File: config.mk
export PLATFORM = sky130hd
export DESIGN_NAME = dmem_ws
export DESIGN_NICKNAME = d
export VERILOG_FILES = /design/src/rtl/dmem_pkg.sv /design/src/rtl/dmem_array.sv /design/src/rtl/dmem_ws.sv
export SDC_FILE = /design/constraint.sdc
export NUM_CORES = 2
export LEC_CHECK = 0
export BUFFER_PORTS_ARGS = -buffer_cell sky130_fd_sc_hd__buf_2
export CAP_MARGIN = 30
export CELL_PAD_IN_SITES_DETAIL_PLACEMENT = 2
export CELL_PAD_IN_SITES_GLOBAL_PLACEMENT = 2
export CORE_UTILIZATION = 42
export DETAILED_ROUTE_END_ITERATION = 7
export PLACE_DENSITY = 0.79
export SYNTH_ARGS = -nofsm -noshare
export SYNTH_HDL_FRONTEND = slang
export SYNTH_SLANG_ARGS = --single-unit
File: constraint.sdc
create_clock -name clk_i -period 2.2 [get_ports clk_i]
set_input_delay 0.44 -clock clk_i [delete_from_list [all_inputs] [get_ports clk_i]]
set_output_delay 0.44 -clock clk_i [all_outputs]
set_load 0.005 [all_outputs]
File: src/rtl/dmem_pkg.sv
// Shared types and width helpers for the wait-state data memory.
package dmem_pkg;

  typedef enum logic [1:0] {
    IDLE   = 2'd0,
    WAIT   = 2'd1,
    ACCESS = 2'd2
  } dmem_state_e;

  localparam int DEF_DATA_W      = 32;
  localparam int DEF_ADDR_W      = 32;
  localparam int DEF_DEPTH       = 64;
  localparam int DEF_WAIT_CYCLES = 2;

  function automatic int word_bytes(input int data_w);
    return data_w / 8;
  endfunction

  // Number of byte-offset bits below the word index in a byte address.
  function automatic int off_width(input int data_w);
    return $clog2(word_bytes(data_w));
  endfunction

  function automatic int idx_width(input int depth);
    return (depth > 1) ? $clog2(depth) : 1;
  endfunction

  function automatic int cnt_width(input int wait_cycles);
    return (wait_cycles > 0) ? $clog2(wait_cycles + 1) : 1;
  endfunction

endpackage

File: src/rtl/dmem_array.sv
// Word storage: byte-enabled bus write, full-word backdoor write, async read.
module dmem_array
  import dmem_pkg::*;
#(
  parameter int DATA_W = DEF_DATA_W,
  parameter int DEPTH  = DEF_DEPTH,
  parameter int IDX_W  = idx_width(DEF_DEPTH)
) (
  input  logic                clk_i,
  input  logic                bus_we_i,
  input  logic [IDX_W-1:0]    bus_idx_i,
  input  logic [DATA_W-1:0]   bus_wdata_i,
  input  logic [DATA_W/8-1:0] bus_be_i,
  input  logic                init_we_i,
  input  logic [IDX_W-1:0]    init_idx_i,
  input  logic [DATA_W-1:0]   init_data_i,
  input  logic [IDX_W-1:0]    rd_idx_i,
  output logic [DATA_W-1:0]   rd_data_o
);

  localparam int BYTES = word_bytes(DATA_W);

  logic [DATA_W-1:0] mem_q [DEPTH];
  logic              init_ok;

  if ((1 << IDX_W) > DEPTH) begin : g_init_chk
    assign init_ok = (init_idx_i < IDX_W'(DEPTH));
  end else begin : g_init_nochk
    assign init_ok = 1'b1;
  end

  // Bus bytes are assigned last so they override the backdoor word on a collision.
  always_ff @(posedge clk_i) begin
    if (init_we_i && init_ok) begin
      mem_q[init_idx_i] <= init_data_i;
    end
    if (bus_we_i) begin
      for (int b = 0; b < BYTES; b++) begin
        if (bus_be_i[b]) begin
          mem_q[bus_idx_i][b*8 +: 8] <= bus_wdata_i[b*8 +: 8];
        end
      end
    end
  end

  assign rd_data_o = mem_q[rd_idx_i];

endmodule

File: src/rtl/dmem_ws.sv
// Data memory with programmable wait states, req/ready handshake,
// byte-lane writes, alignment/range error reporting and a backdoor preload port.
module dmem_ws
  import dmem_pkg::*;
#(
  parameter int DATA_W      = DEF_DATA_W,
  parameter int ADDR_W      = DEF_ADDR_W,
  parameter int DEPTH       = DEF_DEPTH,
  parameter int WAIT_CYCLES = DEF_WAIT_CYCLES
) (
  input  logic                         clk_i,
  input  logic                         rst_n,
  input  logic                         req_i,
  input  logic                         we_i,
  input  logic [ADDR_W-1:0]            addr_i,
  input  logic [DATA_W-1:0]            wdata_i,
  input  logic [DATA_W/8-1:0]          be_i,
  output logic                         ready_o,
  output logic [DATA_W-1:0]            rdata_o,
  output logic                         err_o,
  output logic                         busy_o,
  input  logic                         init_we_i,
  input  logic [idx_width(DEPTH)-1:0]  init_idx_i,
  input  logic [DATA_W-1:0]            init_data_i
);

  localparam int BYTES = word_bytes(DATA_W);
  localparam int OFF_W = off_width(DATA_W);
  localparam int IDX_W = idx_width(DEPTH);
  localparam int CNT_W = cnt_width(WAIT_CYCLES);
  localparam logic [CNT_W-1:0]  WAIT_LAST = CNT_W'(WAIT_CYCLES);
  localparam logic [ADDR_W-1:0] OFF_MASK  = ADDR_W'(BYTES - 1);

  dmem_state_e          state_q, state_d;
  logic [CNT_W-1:0]     cnt_q, cnt_d;
  logic                 we_q;
  logic [ADDR_W-1:0]    addr_q;
  logic [DATA_W-1:0]    wdata_q;
  logic [BYTES-1:0]     be_q;
  logic                 ready_q;
  logic                 err_q;
  logic [DATA_W-1:0]    rdata_q;

  logic                 accept;
  logic                 misaligned;
  logic                 out_of_range;
  logic                 acc_err;
  logic [ADDR_W-1:0]    idx_full;
  logic [IDX_W-1:0]     word_idx;
  logic                 bus_we;
  logic [DATA_W-1:0]    rd_data;

  assign accept       = (state_q == IDLE) && req_i;
  assign idx_full     = addr_q >> OFF_W;
  assign misaligned   = (addr_q & OFF_MASK) != '0;
  assign out_of_range = idx_full >= ADDR_W'(DEPTH);
  assign acc_err      = misaligned || out_of_range;
  assign word_idx     = idx_full[IDX_W-1:0];
  assign bus_we       = (state_q == ACCESS) && we_q && !acc_err;

  always_comb begin
    state_d = state_q;
    cnt_d   = cnt_q;
    case (state_q)
      IDLE: begin
        if (req_i) begin
          if (WAIT_CYCLES > 0) begin
            state_d = WAIT;
            cnt_d   = CNT_W'(1);
          end else begin
            state_d = ACCESS;
          end
        end
      end
      WAIT: begin
        if (cnt_q == WAIT_LAST) begin
          state_d = ACCESS;
          cnt_d   = '0;
        end else begin
          cnt_d = cnt_q + CNT_W'(1);
        end
      end
      ACCESS:  state_d = IDLE;
      default: state_d = IDLE;
    endcase
  end

  always_ff @(posedge clk_i or negedge rst_n) begin
    if (!rst_n) begin
      state_q <= IDLE;
      cnt_q   <= '0;
    end else begin
      state_q <= state_d;
      cnt_q   <= cnt_d;
    end
  end

  always_ff @(posedge clk_i or negedge rst_n) begin
    if (!rst_n) begin
      we_q    <= 1'b0;
      addr_q  <= '0;
      wdata_q <= '0;
      be_q    <= '0;
    end else if (accept) begin
      we_q    <= we_i;
      addr_q  <= addr_i;
      wdata_q <= wdata_i;
      be_q    <= be_i;
    end
  end

  // The response is registered at the end of ACCESS, so ready lands in the
  // following IDLE cycle, which is also the last cycle busy stays high.
  always_ff @(posedge clk_i or negedge rst_n) begin
    if (!rst_n) begin
      ready_q <= 1'b0;
      err_q   <= 1'b0;
      rdata_q <= '0;
    end else begin
      ready_q <= (state_q == ACCESS);
      err_q   <= (state_q == ACCESS) && acc_err;
      if (state_q == ACCESS) begin
        if (acc_err) begin
          rdata_q <= '0;
        end else if (!we_q) begin
          rdata_q <= rd_data;
        end
      end
    end
  end

  dmem_array #(
    .DATA_W (DATA_W),
    .DEPTH  (DEPTH),
    .IDX_W  (IDX_W)
  ) u_array (
    .clk_i       (clk_i),
    .bus_we_i    (bus_we),
    .bus_idx_i   (word_idx),
    .bus_wdata_i (wdata_q),
    .bus_be_i    (be_q),
    .init_we_i   (init_we_i),
    .init_idx_i  (init_idx_i),
    .init_data_i (init_data_i),
    .rd_idx_i    (word_idx),
    .rd_data_o   (rd_data)
  );

  assign ready_o = ready_q;
  assign err_o   = err_q;
  assign rdata_o = rdata_q;
  assign busy_o  = (state_q != IDLE) || ready_q;

endmodule

==> metrics.md <==
| Metric | Value |
|---|---|
| Global-route usage over all layers | 42.5% |
| Synth Instances | 7752 |
| Outcome | finished with violations |
| Internal power | 89.3 mW |
| Post-synth EDFFs | 2048 |
| Post-synth net total | 7863 |
| Post-route ant nets | 0 |
| Fin crit share | 197% |
| Largest area contributor in the netlist | edfxtp_1 |
| Final WS setup | -2.13 ns |
| Total leakage power | 48.8 nW |
| Area after DPL | 124000 sq um |
| Unique masters post-synth | 60 |
| Unrepaired setup endpoints after global routing | yes |
| Clock power frac | 27.9% |
| Initial antenna violation count | 65 |
| Max Root-Sink Buffers | 3 |
| Violated checks | max-capacitance violations, max-slew violations, negative setup slack |
| Crit end category | flop |
| Max FO, Critical Path | 25 |
| Number of remaining DRC errors | 0 |
| Routed length per placed instance | 52.1 um |
| Final core occ | 52.6% |
| DRT Pass-1 Iters | 8 |
| DP Worst Slack | -1.05 ns |
| Die width | 515 um |
| Worst setup SP type | flop |
| Placed wire-length estimate | 346 mm |
| Comb power frac | 40.5% |
| Sequential power share | 31.7% |
| Ys flop type | edfxtp_1 |
| Worst-path clk slew | 0.08 ns |
| Rows | 187 |
| Sw frac | 42.8% |
| PD cells | 1140 nW/um^2 |
| Starting Density | 42.4% |
| Vias post-DR | 92421 |
| Grt ovf | 0 |
| Worst Hold Class | primary input to flop |
| Skew-Pair Late Insertion Delay | 0.99 ns |
| Yosys warning count | 0 |
| CTS Sinks | 2155 |
| Worst slew margin | -29.2% |
| Die span in y | 515 um |
| RD Place Congestion | 1.00 |
| Layout cells sized above 1 | 50.8% |
| Most common cell after layout, fill and taps aside | mux2_2 |
| Worst Path Required | 3.07 ns |
| Share of Yosys cell area claimed by the top area cell type | 55.7% |
| # IOs | 146 |
| Commonest non-fill, non-tap cells in the layout | mux2_2, edfxtp_1, buf_4 |
| Max VDD drop | 0.00118 V |
| Yosys reg bits | 2155 |
| DIE AREA | 265000 sq um |
| Fin. Hold Viols | 0 |
| Async SR Flop Fraction | 4.97% |
| Netlist Area Pre-Place | 110000 sq um |
| Starting DRT DRC Count | 14471 |
| Fin area | 137000 sq um |
| Port-buffer cells | 145 |
| Total Power | 156 mW |
| Synth area leaders | edfxtp_1, mux2_2, mux2i_1, dfrtp_1, nand2_1 |
| Critical path start-end classification | flop to flop |
| Root Buffer | clkbuf_16 |
| Fmax | 231 MHz |
| Area grow syn2layout | 24.0% |
| Num CTS Buffers | 238 |
| Max-cap violation count | 1 |
| First-pass GRT wire length | 779 mm |
| Switching Power | 66.8 mW |
| Crit path time final | 4.33 ns |
| CP arrival | 5.20 ns |
| Largest net degree at the start of global routing | 78 |
| CTS tree | built |
| Final clock skew | 0.103 ns |
| Total Wirelength | 644 mm |
| Core box area | 260000 sq um |
| Post-synthesis sequential area ratio | 58.1% |
| Worst slew pin tran | 1.94 ns |
| Final setup vio count | 4143 |
| Vias in the first global route | 89613 |
| Vias per cell | 7.48 |
| Fin nets | 8704 |
| Syn Area/Cell | 14.2 sq um |
| Pins Over Slew Limit | 2 |
| CTS H-Tree Depth | 4 |
==> worst paths after layout <==
| check | from | to | slack [ns] | cells past startpoint |
|---|---|---|---|---|
| worst max-delay path | addr_q[2]$_DFFE_PN0P_ | rdata_o[3]$_DFFE_PN0P_ | -2.13 | 10 |
| worst min-delay path | init_data_i[31] | u_array.mem_q[61][31]$_DFFE_PP_ | 0.23 | 2 |
| worst max register to register | addr_q[2]$_DFFE_PN0P_ | rdata_o[3]$_DFFE_PN0P_ | -2.13 | 10 |
| worst min register to register | wdata_q[14]$_DFFE_PN0P_ | wdata_q[14]$_DFFE_PN0P_ | 0.55 | 1 |
| max in group asynchronous | rst_n | wdata_q[0]$_DFFE_PN0P_ | 0.01 | 4 |
| min in group asynchronous | rst_n | addr_q[3]$_DFFE_PN0P_ | 0.58 | 3 |
==> sequential cells by signal, indices dropped and copies added (netlist names) <==
signal / count
rdata_o: 32
wdata_q: 32
u_array.mem_q: 2048
we_q: 1
ready_o: 1
be_q: 4
addr_q: 32
cnt_q: 2
err_o: 1
state_q: 2
==> stage by stage <==
stage | hold WS (ns) | TNS (ns) | instances
3_5_place_dp | 0.394 | -2317.17 | 11661
2_1_floorplan | 0.144 | -186.18 | 7752
5_1_grt | 0.199 | -3033.48 | 12310
3_3_place_gp | 0.387 | -2070.42 | 11658
6_report | 0.234 | -2998.75 | 12354
4_1_cts | 0.171 | -1899.11 | 12245
==> critical path, stage by stage (launching register included) <==
cell       delay [ns]
dfrtp_4          0.56
buf_12           0.16
nor2b_4          0.16
buf_4            0.32
buf_12           0.27
buf_4            0.25
a22oi_1          0.12
a21oi_1          1.48
a2111oi_2        0.24
buf_4            0.31
a41o_1           0.27
==> synth_stat cells (17+ instances only) <==
library cell,count
a31oi_1,33
clkbuf_1,586
a32oi_1,26
a211oi_1,52
o41ai_1,18
nor3_1,40
o21ai_0,42
buf_2,142
and2_1,26
o221ai_1,166
a21oi_1,106
nor2b_1,57
dfrtp_1,107
buf_1,64
inv_1,47
or2_2,19
o2111ai_1,20
o32a_1,19
nand2b_1,29
a21o_1,29
mux4_2,80
a2111o_1,17
a221o_1,28
nand2_1,693
a221oi_1,24
nand4_1,18
o22ai_1,93
edfxtp_1,2048
o32ai_1,17
a22oi_1,176
mux2i_1,377
nor2_1,168
mux2_2,2247
==> cell families (layout without fill, tap and decap cells) <==
group	after synthesis	after routing	share of synthesized area, %
compound gates	947	947	6.54
flops	2155	2155	58.1
buf+inv	855	1905	3.13
mux	2704	2704	28.0
other cells	0	56	0
simple gates	1091	1091	4.22
==> timing repair <==
item | 4_1_cts | 5_1_grt
setup endpoints to repair | 4140 | 4139
hold buffers | 74 | 0
setup buffers | 45 | 30
gates resized for setup | 256 | 291
endpoints found under the hold margin | 182 | 0
pin swaps | 19 | 18
cloned | 16 | 31
==> routing by layer <==
| metal | global-route usage [%] | vias to the layer above | share of wire, % |
|---|---|---|---|
| met5 | 0.621 | - | 0.17 |
| met4 | 34.7 | 57 | 12 |
| met3 | 14.2 | 3652 | 13 |
| met2 | 65.1 | 9667 | 43 |
| met1 | 48.3 | 47108 | 32 |
| li1 | - | 31937 | - |
==> final cells by class <==
cell class              count  area (sq um)
inverters                  48           203
multi-input cells        4742         45400
well taps                3496          4370
flip-flops and latches   2155         64200
diodes                     56           140
fillers                 23189        124000
repair buffers           1408         15000
clock inverters           114          1040
clock buffers             335          6560
==> power by group through the flow <==
stage / clock network (mW) / registers (mW) / logic (mW)
after floorplan: 0 / 47.0 / 25.8
after global placement: 0 / 49.5 / 49.1
after detailed placement: 0 / 49.7 / 51.3
after CTS: 40.7 / 48.8 / 55.0
after global routing: 43.8 / 49.2 / 61.2
final: 43.5 / 49.4 / 63.1
(Power assumes the default switching activity.)
